===== src/rtl/sparse_pkg.sv =====
// Shared definitions for the sparse operand interface: lane geometry and packer FSM states.
package sparse_pkg;

    localparam int unsigned LANES   = 16;
    localparam int unsigned DW      = 8;
    localparam int unsigned IW      = $clog2(LANES);
    // Width of one lane slice inside the flat operand word; the dot-product unit slices the same way.
    localparam int unsigned SLICE_W = DW;
    localparam int unsigned VEC_W   = LANES * SLICE_W;

    typedef enum logic {
        IDLE = 1'b0,
        EMIT = 1'b1
    } state_t;

endpackage : sparse_pkg


===== src/rtl/sparse_prio_enc.sv =====
// Lowest-set-bit priority encoder with any-set and exactly-one-set flags.
module sparse_prio_enc
    import sparse_pkg::*;
(
    input  logic [LANES-1:0] mask,
    output logic [IW-1:0]    idx,
    output logic             any_set,
    output logic             one_set
);

    // Scan from the top so the lowest set bit wins.
    always_comb begin
        idx     = '0;
        any_set = 1'b0;
        for (int i = LANES - 1; i >= 0; i--) begin
            if (mask[i]) begin
                idx     = IW'(i);
                any_set = 1'b1;
            end
        end
        one_set = any_set && ((mask & (mask - LANES'(1))) == '0);
    end

endmodule : sparse_prio_enc


===== src/rtl/sparse_vector_packer.sv =====
// Dense 16-lane INT8 vector to (value, index) beat stream; one marker beat for an all-zero vector.
module sparse_vector_packer
    import sparse_pkg::*;
(
    input  logic             clk,
    input  logic             rst,
    input  logic [VEC_W-1:0] in_vec,
    input  logic             in_valid,
    output logic             in_ready,
    output logic [DW-1:0]    out_val,
    output logic [IW-1:0]    out_idx,
    output logic             out_last,
    output logic             out_empty,
    output logic             out_valid,
    input  logic             out_ready
);

    state_t             state_q, state_d;
    logic [VEC_W-1:0]   vec_q, vec_d;
    logic [LANES-1:0]   rem_q, rem_d;
    logic               empty_q, empty_d;
    logic               run_q;

    logic [SLICE_W-1:0] lanes [LANES];
    logic [LANES-1:0]   nz;
    logic [LANES-1:0]   idx_bit;
    logic [IW-1:0]      enc_idx;
    logic               enc_any;
    logic               enc_one;

    // Lane views of the held vector and non-zero mask of the incoming one.
    for (genvar g = 0; g < LANES; g++) begin : g_lane
        assign lanes[g] = vec_q[g*SLICE_W +: SLICE_W];
        assign nz[g]    = |in_vec[g*SLICE_W +: SLICE_W];
    end

    sparse_prio_enc u_prio_enc (
        .mask    (rem_q),
        .idx     (enc_idx),
        .any_set (enc_any),
        .one_set (enc_one)
    );

    // State and datapath registers.
    always_ff @(posedge clk or negedge rst) begin
        if (!rst) begin
            state_q <= IDLE;
            vec_q   <= '0;
            rem_q   <= '0;
            empty_q <= 1'b0;
            run_q   <= 1'b0;
        end else begin
            state_q <= state_d;
            vec_q   <= vec_d;
            rem_q   <= rem_d;
            empty_q <= empty_d;
            run_q   <= 1'b1;
        end
    end

    // Next-state, beat decode and handshake.
    always_comb begin
        state_d   = state_q;
        vec_d     = vec_q;
        rem_d     = rem_q;
        empty_d   = empty_q;
        in_ready  = 1'b0;
        out_valid = 1'b0;
        out_val   = '0;
        out_idx   = '0;
        out_last  = 1'b0;
        out_empty = 1'b0;
        idx_bit   = '0;
        idx_bit[enc_idx] = 1'b1;

        case (state_q)
            IDLE: begin
                in_ready = run_q;
            end
            EMIT: begin
                out_valid = 1'b1;
                if (empty_q) begin
                    out_last  = 1'b1;
                    out_empty = 1'b1;
                end else if (enc_any) begin
                    out_idx  = enc_idx;
                    out_val  = lanes[enc_idx];
                    out_last = enc_one;
                end
                in_ready = run_q & out_last & out_ready;
                if (out_ready) begin
                    rem_d = rem_q & ~idx_bit;
                    if (out_last) begin
                        state_d = IDLE;
                    end
                end
            end
            default: begin
                state_d = IDLE;
            end
        endcase

        // A new vector overrides the drain-to-idle of a finishing one.
        if (in_valid && in_ready) begin
            vec_d   = in_vec;
            rem_d   = nz;
            empty_d = (nz == '0);
            state_d = EMIT;
        end
    end

endmodule : sparse_vector_packer


===== config.mk =====
export PLATFORM = sky130hd
export DESIGN_NAME = sparse_vector_packer
export DESIGN_NICKNAME = d
export VERILOG_FILES = /design/src/rtl/sparse_pkg.sv /design/src/rtl/sparse_prio_enc.sv /design/src/rtl/sparse_vector_packer.sv
export SDC_FILE = /design/constraint.sdc
export NUM_CORES = 1
export LEC_CHECK = 0
export CORE_MARGIN = 1
export CORE_UTILIZATION = 42
export DETAILED_ROUTE_END_ITERATION = 8
export GPL_TIMING_DRIVEN = 0
export PLACE_DENSITY_LB_ADDON = 0.1
export SYNTH_ARGS = -nofsm -noshare
export SYNTH_HDL_FRONTEND = slang
export SYNTH_HIERARCHICAL = 1
export SYNTH_SLANG_ARGS = --single-unit

===== constraint.sdc =====
create_clock -name clk -period 6.4 [get_ports clk]
set_clock_uncertainty 0.1 [all_clocks]
set_input_delay 0.64 -clock clk [delete_from_list [all_inputs] [get_ports clk]]
set_output_delay 0.64 -clock clk [all_outputs]
set_load 0.1 [all_outputs]

==> results_dict.tcl <==
set metrics [dict create \
    core_area_um2 16800 \
    synth_edf_count 0 \
    drive_above_1_share_pct 31.3 \
    fill_cells 1375 \
    grt_use_met3_pct 5.10 \
    root_buffer "clkbuf_16" \
    placed_cells 892 \
    rsz0062_at_grt "no" \
    outcome "completed" \
    hpwl_mm 16.3 \
    antenna_cells 0 \
    max_stage_delay_ps 980 \
    die_w_um 134 \
    met2_usage_pct 40.9 \
    grt_usage_pct 24.9 \
    drt_iter0_markers 256 \
    place_congestion 0.867 \
    grt_antenna_before_repair 0 \
    vias 5163 \
    use_met1_pct 33.1 \
    arrival_ps 4810 \
    max_freq_mhz 180 \
    synth-main-ff-cell "dfrtp_1" \
    utilization_pct 57.3 \
    grt_pass1_wl_mm 32.5 \
    finalCritPeriodShare_pct 86.8 \
    path_class "flop to primary output" \
    finalSetupViolCount 0 \
    worst_slew_pin_slew_ps 988 \
    cts_max_path_buffers 2 \
    finish.instance_area_um2 9600 \
    ys_ff_latch 147 \
    area_growth_pct 31.4 \
    drv_cap 0 \
    viasPerCell 5.62 \
    dieArea_um2 17900 \
    seq_area_frac_synth_pct 50.3 \
    yosysWarnings 6 \
    clock-sinks 147 \
    cp_max_fo 10 \
    rr_worst_depth 11 \
    path_clk_slew_ps 60 \
    max_slew_margin_pct 34.0 \
    num_io_pins 148 \
    ys_async_sr_fraction_pct 100 \
    post_cts_buffers 0 \
    end_kind "primary output" \
    top_usage_layer "met2" \
    grt_pass1_vias 5507 \
    final_max_slew_viol_count 0 \
    register_area_um2 3680 \
    multi_input_area_um2 3460 \
    pre_cts_slack_ps 1200 \
    path_cells "nor4_1 -> o21ai_0 -> a21oi_1 -> clkbuf_1 -> mux4_2 -> and2_1 -> clkdlybuf4s50_1" \
    wire_per_inst_um 22.8 \
    wirelength_mm 21.0 \
    power.density_nw_per_um2 507 \
    cts_made_buffers 17 \
    detail_route.first_pass.iterations 4 \
    syn_area_um2 7310 \
    synth_cells 524 \
    start_kind "flop" \
    syn-num-nets 656 \
    drc 0 \
    overflow 0 \
    period_needed_ps 5550 \
    hold_viol_final 0 \
    crit_required_ps 5660 \
    finalNetCount 823 \
    cts_resized 0 \
    cp_slowest_cell "clkdlybuf4s50_1" \
    leakagePower_uw 0.00378 \
    avgSynthCellArea_um2 13.9 \
    hp-class "input pin to asynchronous set/reset pin" \
    dpl_cell_area_um2 9080 \
    worst_slack_ps 847 \
    rows 47 \
    ir_worst_vdd_v 0.000373 \
    post_synth_num_cell_types 40 \
    clk_latency_ps 420 \
    start_util_pct 43.6 \
    fin_cells 919 \
    cts_hold_buf 0 \
    cts-htree-levels 4 \
    port_buffers 147 \
    grt_max_degree 99 \
    cts_tree "yes" \
    ant_nets 0 \
    die_h_um 134 \
]
-- power by group --
| part | internal [uW] | switching (uW) |
|---|---|---|
| combinational | 1110 | 1220 |
| clock | 539 | 358 |
| sequential | 1380 | 266 |
| total | 3030 | 1840 |
-- path summary, 6_finish.rpt --
path,startpoint,endpoint,slack [ps]
hold / removal,rst,vec_q[51],70
setup / recovery,rem_q[11],out_val[4],850
max in group asynchronous,rst,run_q,5270
setup reg to reg,rem_q[2],vec_q[32],2020
min in group clk,vec_q[85],vec_q[85],400
hold reg to reg,vec_q[85],vec_q[85],400
-- cells by family after synthesis --
family	count (synthesis)	synth area share, %
other	1	0.0513
buffers and inverters	35	2.36
AND/OR/NAND/NOR	112	9.24
flip-flops	147	50.3
multiplexers	184	34.2
adder cells (fa/ha/maj)	2	0.274
AO/OA/AOI/OAI	43	3.51
-- layout make-up --
type                    count  area share, %
plain buffers              31           1.64
clock inverters             7          0.651
multi-input cells         342           36.0
inverters                   4          0.156
repair buffers            148           15.6
flip-flops and latches    147           38.3
well taps                 220           2.87
clock buffers              20           4.76
-- cells in the final DEF, fill, tap and decap left out, types with 2 or more instances in the layout --
| cell type | netlist | routed |
|---|---|---|
| and2_1 | 14 | 14 |
| nand4b_1 | 3 | 3 |
| o21bai_1 | 2 | 2 |
| buf_4 | 3 | 3 |
| or3_1 | 3 | 3 |
| clkbuf_1 | 5 | 6 |
| nor4_1 | 7 | 7 |
| and3_1 | 2 | 2 |
| buf_2 | 18 | 18 |
| nor3_1 | 4 | 4 |
| mux2_2 | 128 | 128 |
| inv_1 | 4 | 4 |
| or4_1 | 34 | 34 |
| o31ai_1 | 4 | 4 |
| mux4_2 | 40 | 40 |
| clkinv_2 | 0 | 5 |
| clkbuf_16 | 0 | 17 |
| dfrtp_1 | 147 | 147 |
| clkdlybuf4s50_1 | 0 | 146 |
| buf_6 | 1 | 2 |
| o21ai_0 | 22 | 22 |
| nand2_1 | 4 | 4 |
| a211oi_1 | 2 | 2 |
| nor2_1 | 26 | 26 |
| nand2b_1 | 4 | 4 |
| and4_1 | 3 | 3 |
| clkbuf_8 | 0 | 2 |
| buf_1 | 4 | 4 |
| nor2b_1 | 2 | 2 |
| mux2i_1 | 16 | 16 |
| nand3_1 | 3 | 3 |
| maj3_1 | 2 | 2 |
| a21oi_1 | 6 | 6 |
-- synth_stat cells, drive strengths merged, types with 2 or more instances --
master,instances,share of area [%]
nor3,4,0.27
nand4b,3,0.36
clkbuf,5,0.26
nor2,26,1.3
or4,34,3.5
mux2i,16,2.2
a21oi,6,0.41
nor4,7,0.60
or3,3,0.26
inv,4,0.21
nand2,4,0.21
mux2,128,20
and4,3,0.36
mux4,40,12
o21bai,2,0.21
and3,2,0.17
maj3,2,0.27
nor2b,2,0.17
o21ai,22,1.5
and2,14,1.2
dfrtp,147,50
nand3,3,0.21
o31ai,4,0.41
a211oi,2,0.21
buf,26,1.9
nand2b,4,0.34
-- metrics by stage --
step	setup TNS [ps]	power [uW]	hold slack, ps
2_1_floorplan	0	3290	244
3_3_place_gp	-186620	3930	382
3_5_place_dp	0	3990	388
4_1_cts	0	4900	72.2
5_1_grt	0	5090	96.6
6_report	0	4870	65.7
-- worst max-delay path, delay by kind of cell, from the launching register on --
| family | cells | cell delay, ps |
|---|---|---|
| DFF | 1 | 440 |
| muxes | 1 | 590 |
| buffers and inverters | 2 | 1630 |
| AOI/OAI and AO/OA | 2 | 880 |
| and+or+nand+nor | 2 | 850 |
-- state kept, by name (all words and copies together), names as in the netlist --
| name | cells |
|---|---|
| empty_q | 1 |
| rem_q | 16 |
| state_q | 1 |
| run_q | 1 |
| vec_q | 128 |
-- per-layer routing --
layer | part of all wire (%) | routed length, um | up-vias
li1 | - | - | 2346
met1 | 44 | 9290 | 2647
met2 | 49 | 10300 | 147
met3 | 4.7 | 994 | 23
met4 | 1.9 | 391 | 0
met5 | 0 | 0 | -
No activity file was read; power rests on OpenSTA's default activity.
